**config.mk**
```make
export PLATFORM = sky130hd
export DESIGN_NAME = fruit_tally_flat
export DESIGN_NICKNAME = d
export VERILOG_FILES = /design/src/rtl/fruit_tally_if.sv /design/src/rtl/fruit_tally.sv /design/src/flat_wrapper.sv
export SDC_FILE = /design/constraint.sdc
export NUM_CORES = 1
export LEC_CHECK = 0
export BUFFER_PORTS_ARGS = -buffer_cell sky130_fd_sc_hd__buf_2
export CORE_MARGIN = 5
export CORE_UTILIZATION = 30
export DETAILED_ROUTE_END_ITERATION = 16
export GPL_TIMING_DRIVEN = 0
export PLACE_DENSITY = 0.48
export SETUP_SLACK_MARGIN = 0.5
export SLEW_MARGIN = 25
export SYNTH_ARGS = -nofsm -noshare
export SYNTH_HDL_FRONTEND = slang
export SYNTH_SLANG_ARGS = --single-unit
export TNS_END_PERCENT = 1
```
**constraint.sdc**
```tcl
create_clock -name pixelclk -period 7.22 [get_ports pixelclk]
set_input_delay 0.361 -clock pixelclk [delete_from_list [all_inputs] [get_ports pixelclk]]
set_output_delay 0.361 -clock pixelclk [all_outputs]
set_load 0.01 [all_outputs]
```
**src/rtl/fruit_tally_if.sv**
```systemverilog
// Frame-level handshake and result bus between the recogniser-side driver
// and the fruit_tally reducer. The driver uses the master modport and the
// reducer uses the slave modport.
interface fruit_tally_if #(
  parameter int N = 4,
  parameter int W = 4,
  parameter int K = 3
);
  logic           start;
  logic           sort_mode;
  logic [N*W-1:0] sort_bus;
  logic           busy;
  logic           done;
  logic           overflow;
  logic [3:0]     n_classes;
  logic [K*8-1:0] number_bus;
  logic [K*W-1:0] ca_bus;

  modport master (
    output start, sort_mode, sort_bus,
    input  busy, done, overflow, n_classes, number_bus, ca_bus
  );

  modport slave (
    input  start, sort_mode, sort_bus,
    output busy, done, overflow, n_classes, number_bus, ca_bus
  );
endinterface

```
**src/rtl/fruit_tally.sv**
```systemverilog
// fruit_tally: reduces a frame-end snapshot of N class codes to up to K
// distinct (count, class) entries. Slots are scanned one per cycle, the
// table is optionally bubble-sorted by descending count (stable), and the
// result is published in one EMIT cycle as ASCII digits plus class codes.
module fruit_tally #(
  parameter int N = 4,
  parameter int W = 4,
  parameter int K = 3
) (
  input  logic         pixelclk,
  input  logic         rstin,
  fruit_tally_if.slave tally
);

  localparam int IW = (N > 1) ? $clog2(N) : 1;
  localparam int JW = (K > 2) ? $clog2(K - 1) : 1;

  typedef enum logic [1:0] {
    IDLE = 2'd0,
    SCAN = 2'd1,
    SORT = 2'd2,
    EMIT = 2'd3
  } state_t;

  state_t          state_q, state_d;
  logic [IW-1:0]   idx_q, idx_d;
  logic            mode_q, mode_d;
  logic [W-1:0]    slot_q [N];
  logic [W-1:0]    slot_d [N];

  // Working table: class code and count per entry, fill = entries used.
  logic [W-1:0]    code_q [K];
  logic [W-1:0]    code_d [K];
  logic [3:0]      cnt_q  [K];
  logic [3:0]      cnt_d  [K];
  logic [3:0]      fill_q, fill_d;
  logic            fovf_q, fovf_d;

  // Sort sequencing: pass and compare position, each 0..K-2.
  logic [JW-1:0]   pass_q, pass_d;
  logic [JW-1:0]   j_q, j_d;

  // Registered outputs.
  logic            busy_q, busy_d;
  logic            done_q, done_d;
  logic            ovf_q, ovf_d;
  logic [3:0]      ncls_q, ncls_d;
  logic [7:0]      num_q [K];
  logic [7:0]      num_d [K];
  logic [W-1:0]    ca_q  [K];
  logic [W-1:0]    ca_d  [K];

  // Scan helpers.
  logic [W-1:0]    cur;
  logic            hit;

  // Next-state and datapath for the IDLE/SCAN/SORT/EMIT sequencer.
  always_comb begin
    // NOTE: every signal gets a default first so no path leaves one unassigned (no latches).
    state_d = state_q;
    idx_d   = idx_q;
    mode_d  = mode_q;
    slot_d  = slot_q;
    code_d  = code_q;
    cnt_d   = cnt_q;
    fill_d  = fill_q;
    fovf_d  = fovf_q;
    pass_d  = pass_q;
    j_d     = j_q;
    busy_d  = busy_q;
    done_d  = 1'b0;
    ovf_d   = ovf_q;
    ncls_d  = ncls_q;
    num_d   = num_q;
    ca_d    = ca_q;
    cur     = '0;
    hit     = 1'b0;

    case (state_q)
      IDLE: begin
        if (tally.start) begin
          for (int i = 0; i < N; i++) begin
            slot_d[i] = tally.sort_bus[i*W +: W];
          end
          for (int k = 0; k < K; k++) begin
            code_d[k] = '0;
            cnt_d[k]  = '0;
          end
          mode_d  = tally.sort_mode;
          fill_d  = '0;
          fovf_d  = 1'b0;
          idx_d   = '0;
          busy_d  = 1'b1;
          state_d = SCAN;
        end
      end

      SCAN: begin
        for (int i = 0; i < N; i++) begin
          if (idx_q == IW'(i)) cur = slot_q[i];
        end
        // Code 0 means no object in this slot; otherwise count or append.
        if (cur != '0) begin
          for (int k = 0; k < K; k++) begin
            if (!hit && (4'(k) < fill_q) && (code_q[k] == cur)) begin
              cnt_d[k] = cnt_q[k] + 4'd1;
              hit      = 1'b1;
            end
          end
          if (!hit) begin
            if (fill_q < 4'(K)) begin
              for (int k = 0; k < K; k++) begin
                if (4'(k) == fill_q) begin
                  code_d[k] = cur;
                  cnt_d[k]  = 4'd1;
                end
              end
              fill_d = fill_q + 4'd1;
            end else begin
              fovf_d = 1'b1;
            end
          end
        end
        idx_d = idx_q + 1'b1;
        if (idx_q == IW'(N - 1)) begin
          idx_d   = '0;
          pass_d  = '0;
          j_d     = '0;
          state_d = (mode_q && (K > 1)) ? SORT : EMIT;
        end
      end

      SORT: begin
        // Strictly-greater swap keeps ties in first-appearance order.
        for (int j = 0; j < K - 1; j++) begin
          if ((j_q == JW'(j)) && (cnt_q[j+1] > cnt_q[j])) begin
            code_d[j]   = code_q[j+1];
            code_d[j+1] = code_q[j];
            cnt_d[j]    = cnt_q[j+1];
            cnt_d[j+1]  = cnt_q[j];
          end
        end
        if (j_q == JW'(K - 2)) begin
          j_d    = '0;
          pass_d = pass_q + 1'b1;
          if (pass_q == JW'(K - 2)) state_d = EMIT;
        end else begin
          j_d = j_q + 1'b1;
        end
      end

      EMIT: begin
        done_d  = 1'b1;
        busy_d  = 1'b0;
        state_d = IDLE;
        // An empty frame leaves the previously published result in place.
        if (fill_q != '0) begin
          for (int j = 0; j < K; j++) begin
            if (4'(j) < fill_q) begin
              num_d[j] = 8'h30 + {4'h0, cnt_q[j]};
              ca_d[j]  = code_q[j];
            end else begin
              num_d[j] = 8'h20;
              ca_d[j]  = '0;
            end
          end
          ncls_d = fill_q;
          ovf_d  = fovf_q;
        end
      end

      default: state_d = IDLE;
    endcase
  end

  // State, table and output registers; reset aborts any frame in flight.
  always_ff @(posedge pixelclk or negedge rstin) begin
    if (!rstin) begin
      state_q <= IDLE;
      idx_q   <= '0;
      mode_q  <= 1'b0;
      fill_q  <= '0;
      fovf_q  <= 1'b0;
      pass_q  <= '0;
      j_q     <= '0;
      busy_q  <= 1'b0;
      done_q  <= 1'b0;
      ovf_q   <= 1'b0;
      ncls_q  <= '0;
      // NOTE: the small slot/table arrays are plain flops, so they are reset like any other state.
      for (int i = 0; i < N; i++) slot_q[i] <= '0;
      for (int k = 0; k < K; k++) begin
        code_q[k] <= '0;
        cnt_q[k]  <= '0;
        num_q[k]  <= 8'h20;
        ca_q[k]   <= '0;
      end
    end else begin
      // NOTE: non-blocking assignments so every register samples pre-edge values.
      state_q <= state_d;
      idx_q   <= idx_d;
      mode_q  <= mode_d;
      slot_q  <= slot_d;
      code_q  <= code_d;
      cnt_q   <= cnt_d;
      fill_q  <= fill_d;
      fovf_q  <= fovf_d;
      pass_q  <= pass_d;
      j_q     <= j_d;
      busy_q  <= busy_d;
      done_q  <= done_d;
      ovf_q   <= ovf_d;
      ncls_q  <= ncls_d;
      num_q   <= num_d;
      ca_q    <= ca_d;
    end
  end

  assign tally.busy      = busy_q;
  assign tally.done      = done_q;
  assign tally.overflow  = ovf_q;
  assign tally.n_classes = ncls_q;

  for (genvar g = 0; g < K; g++) begin : g_out
    assign tally.number_bus[g*8 +: 8] = num_q[g];
    assign tally.ca_bus[g*W +: W]     = ca_q[g];
  end

endmodule

```
**src/flat_wrapper.sv**
```systemverilog
// flat-port wrapper written by rule: the top's interface ports become plain ports
module fruit_tally_flat 
#(
  parameter int N = 4,
  parameter int W = 4,
  parameter int K = 3
)
  (pixelclk, rstin, tally_start, tally_sort_mode, tally_sort_bus, tally_busy, tally_done, tally_overflow, tally_n_classes, tally_number_bus, tally_ca_bus);
  fruit_tally_if #(.N(N), .W(W), .K(K)) tally_i ();
  input  logic pixelclk;
  input  logic rstin;
  input wire logic [$bits(tally_i.start)-1:0] tally_start;
  input wire logic [$bits(tally_i.sort_mode)-1:0] tally_sort_mode;
  input wire logic [$bits(tally_i.sort_bus)-1:0] tally_sort_bus;
  output wire logic [$bits(tally_i.busy)-1:0] tally_busy;
  output wire logic [$bits(tally_i.done)-1:0] tally_done;
  output wire logic [$bits(tally_i.overflow)-1:0] tally_overflow;
  output wire logic [$bits(tally_i.n_classes)-1:0] tally_n_classes;
  output wire logic [$bits(tally_i.number_bus)-1:0] tally_number_bus;
  output wire logic [$bits(tally_i.ca_bus)-1:0] tally_ca_bus;
  assign tally_i.start = tally_start;
  assign tally_i.sort_mode = tally_sort_mode;
  assign tally_i.sort_bus = tally_sort_bus;
  assign tally_busy = tally_i.busy;
  assign tally_done = tally_i.done;
  assign tally_overflow = tally_i.overflow;
  assign tally_n_classes = tally_i.n_classes;
  assign tally_number_bus = tally_i.number_bus;
  assign tally_ca_bus = tally_i.ca_bus;
  fruit_tally #(.N(N), .W(W), .K(K)) u_core (.pixelclk(pixelclk), .rstin(rstin), .tally(tally_i));
endmodule
```
==> metrics.md <==
| Metric | Value |
|---|---|
| Post-route setup slack | roughly 4 ns |
| Unrepaired setup endpoints after global routing | no |
| Fin. Hold Viols | 0 |
| Sequential fraction of the synthesis area | 42.94% |
| CP dominant cell by count | nor2_2 |
| Final RePlAce weighted congestion | about 0.89 |
| Fill cells | approximately 1700 |
| Fin cells | 804 |
| I/O pin cnt | between 60 and 70 |
| Crit-path cells | inv_1 > ha_1 > nor2_2 > o211a_1 > nor2_2 > xnor2_1 > nor4_4 > nor3_4 > a2bb2oi_4 > mux2_4 |
| Crit path launch type | flop |
| Initial Util | roughly 30% |
| 1st-pass router iterations | 7 |
| Crit path buf inv count | 1 |
| Residual DRC | 0 |
| Synth Register Bits | 86 |
| Initial antenna violation count | 0 |
| Net count, final | ~620 |
| Max Slew Vio Count | 0 |
| CP max FO | 10 |
| Synth Area in Compound Gates | around 18% |
| Main area contributors after synthesis | dfrtp_1, nand2_1, ha_1 |
| Area leader, netlist | dfrtp_1 |
| Final setup violation count | 0 |
| Chip width | roughly 140 µm |
| Layout cells sized above 1 | about 23% |
| Crit path max-delay family | simple AND/OR/NAND/NOR gates |
| Syn Inst Count | between 500 and 600 |
| Crit path required time | around 7.5 ns |
| Cells after DPL | about 800 |
| Top_reg_cell synth | dfrtp_1 |
| Mean Syn Cell Area | approximately 10 µm² |
| Largest family of logic cells by synthesized area | compound AO/OA/AOI/OAI gates |
| Core area | roughly 0.016 mm² |
| P&R area growth vs syn | 18.20% |
| # diodes | 0 |
| Adder-Cell Fraction of Synth Area | under 10% |
| First-pass GRT wire length | about 22 mm |
| Crit. End Element | flop |
| Top cell type's share of synthesized area | a little over two fifths |
| Root buffer cell | clkbuf_16 |
| Skew final | around 0.0039 ns |
| Fin crit share | between 40 and 50% |
| Setup TNS after final layout | 0 ns |
| Worst IR Drop VDD | roughly 0.18 mV |
| Dpl hpwl | 10.24 mm |
| CTS Buf Count | 9 |
| Critical path class | flop to flop |
| Maxcap violations | 0 |
| Routed wire length | between 10 and 15 mm |
| WP data arrival | roughly 3.5 ns |
| Pre-CTS setup slack | approximately 4 ns |
| Post-synthesis cell type count | 66 |
| Synth warnings | 0 |
| Total number of vias | roughly 4000 |
| Clk slew on worst S/H paths | ~0.060 ns |
| Vias in the first global route | about 4000 |
| Power per cell area | between 400 and 500 mW/mm² |
| Relative slew slack | between 50% and 60% |
| Max clock buf depth | 2 |
| Outcome | finished clean |
| Clock Sinks | between 80 and 90 |
| Post-route antenna net violation count | 0 |
| Fin crit period | 3.226 ns |
| CTS tree | done |
| Die area | a little under 0.02 mm² |
| Mux cell area share after synthesis | approximately a tenth |
| Pin count of the biggest net entering global routing | 52 |
| Post-CTS Setup Inserts | 0 |
| GRT overflow | 0 |
| Routed len/inst | ~17 µm |
| Mapped Area | between 0.005 and 0.006 mm² |
| Least-Margin Pin Slew | between 0.7 and 0.8 ns |
| Ys async rst share | 100.0% |
| CP max stage delay | 0.61 ns |
| Leak | ~2.7 nW |
| Port bufs | 53 |
| Clk Latency, worst-skew pair | 0.35 ns |
| Fmax achieved | 310.0 MHz |
| Rows | 47 |
| Post-Synth Simple-Gate Area | between 10% and 20% |
| Die height | 139.3 µm |
| Number of flops mapped to enable cells by yosys | 0 |
| Critical path's slowest cell | nor4_4 |
| H-tree depth | 3 |
| Xor-xnor portion of the synthesized cell area | 1.573% |
| Number of DRC markers in iteration 0 | between 200 and 300 |
| Total GRT Usage | between 10% and 20% |
| Hold Crit Class | input pin to flop |
| Vias/cell | 4.994 |
area by class of cell:
type | count | area [µm²] | share of cell area [%]
Tap cell | 220 | 275.3 | 4.646
Buffer | 27 | 143.9 | 2.429
Multi-Input combinational cell | 367 | 2624 | 44.29
Clock buffer | 10 | 229.0 | 3.865
Timing Repair Buffer | 55 | 309.0 | 5.216
Sequential cell | 86 | 2152 | 36.33
Clock inverter | 6 | 67.56 | 1.140
Inverter | 33 | 123.9 | 2.091
stage by stage:
step	cell area, µm²	power (mW)	hold slack [ns]	utilization (%)
after floorplan	5039	1.747	0.06541	-
after global placement	5579	2.111	0.4440	33.88
after detailed placement	5613	2.134	0.2875	34.09
after CTS	5919	2.620	0.2227	35.95
after global routing	5924	2.787	0.2243	35.98
final	5924	2.599	0.2338	35.98
cells in the final DEF (no fill, tap or decap), drive strengths merged, types with 3 or more instances in the layout:
| cell type | Yosys | routed |
|---|---|---|
| a21boi | 8 | 8 |
| a21o | 3 | 3 |
| a21oi | 23 | 23 |
| a31oi | 5 | 5 |
| a41oi | 4 | 4 |
| and2 | 4 | 4 |
| buf | 12 | 66 |
| clkbuf | 15 | 25 |
| conb | 2 | 9 |
| dfrtp | 86 | 86 |
| ha | 23 | 23 |
| inv | 33 | 35 |
| mux2 | 31 | 31 |
| mux2i | 15 | 15 |
| nand2 | 77 | 77 |
| nand2b | 4 | 4 |
| nand3 | 7 | 7 |
| nand3b | 3 | 3 |
| nand4 | 9 | 9 |
| nor2 | 20 | 20 |
| nor2b | 4 | 4 |
| nor3 | 9 | 9 |
| nor4 | 5 | 5 |
| o211ai | 5 | 5 |
| o21ai | 38 | 38 |
| o22ai | 6 | 6 |
| o31ai | 12 | 12 |
| or4 | 3 | 3 |
| xnor2 | 9 | 9 |
final timing paths:
path | from | end | slack (ns) | depth (start not counted)
worst min register to register | u_core.tally.number_bus[4] | u_core.tally.number_bus[4] | 0.47 | 1
worst max-delay path | u_core.idx_q[0] | u_core.code_q[11] | 3.99 | 10
worst max register to register | u_core.idx_q[0] | u_core.code_q[11] | 3.99 | 10
worst min-delay path | tally_sort_bus[14] | u_core.slot_q[2] | 0.23 | 2
max in group asynchronous | rstin | u_core.slot_q[10] | 6.18 | 3
min in group asynchronous | rstin | u_core.tally.number_bus[2] | 0.47 | 2
metal layers:
layer | up-vias | part of all wire [%] | global-route usage (%)
met2 | 111 | 44 | 21.58
met4 | 0 | 1.5 | 4.377
met1 | 1957 | 49 | 20.45
met3 | 15 | 5.5 | 3.499
met5 | - | 0 | 0
li1 | 1932 | - | -
what timing repair did:
| action | CTS | global route |
|---|---|---|
| hold endpoints to repair | 35 | 0 |
| hold buffers | 1 | 0 |
| gates resized for setup | 0 | 0 |
synth_stat cells, types with 4 or more instances:
cell / n
a21boi_0: 8
a21oi_1: 22
a41oi_1: 4
and2_1: 4
buf_4: 9
clkbuf_1: 15
dfrtp_1: 86
ha_1: 23
inv_1: 32
mux2_2: 24
mux2_4: 7
mux2i_1: 15
nand2_1: 77
nand3_1: 7
nand4_1: 9
nor2_1: 18
nor2b_1: 4
nor3_1: 8
o211ai_1: 5
o21ai_0: 36
o22ai_1: 5
o31ai_1: 12
xnor2_1: 9
where the power goes:
group / internal [mW] / switching [mW] / leakage (nW) / total [mW]
clock: 0.270 / 0.205 / 0.139 / 0.475
sequential: 0.619 / 0.109 / 1.14 / 0.728
combinational: 0.552 / 0.843 / 1.38 / 1.40
flip-flops by register name (all words and copies together), names as in the netlist:
register,count
u_core.state_q,2
u_core.fovf_q,1
u_core.pass_q,1
u_core.j_q,1
u_core.cnt_q,12
u_core.tally.number_bus,15
u_core.mode_q,1
u_core.slot_q,16
u_core.tally.busy,1
u_core.tally.overflow,1
u_core.tally.done,1
u_core.code_q,12
u_core.idx_q,2
u_core.tally.n_classes,4
u_core.fill_q,4
u_core.tally.ca_bus,12
logic make-up (layout without fill, tap and decap cells):
family,after synthesis,after routing
other,2,9
buffers and inverters,60,131
AND/OR/NAND/NOR,154,154
multiplexers,46,46
adder cells (fa/ha/maj),23,23
XOR/XNOR,9,9
AO/OA/AOI/OAI,126,126
flip-flops,86,86
No activity file was read; power rests on OpenSTA's default activity.
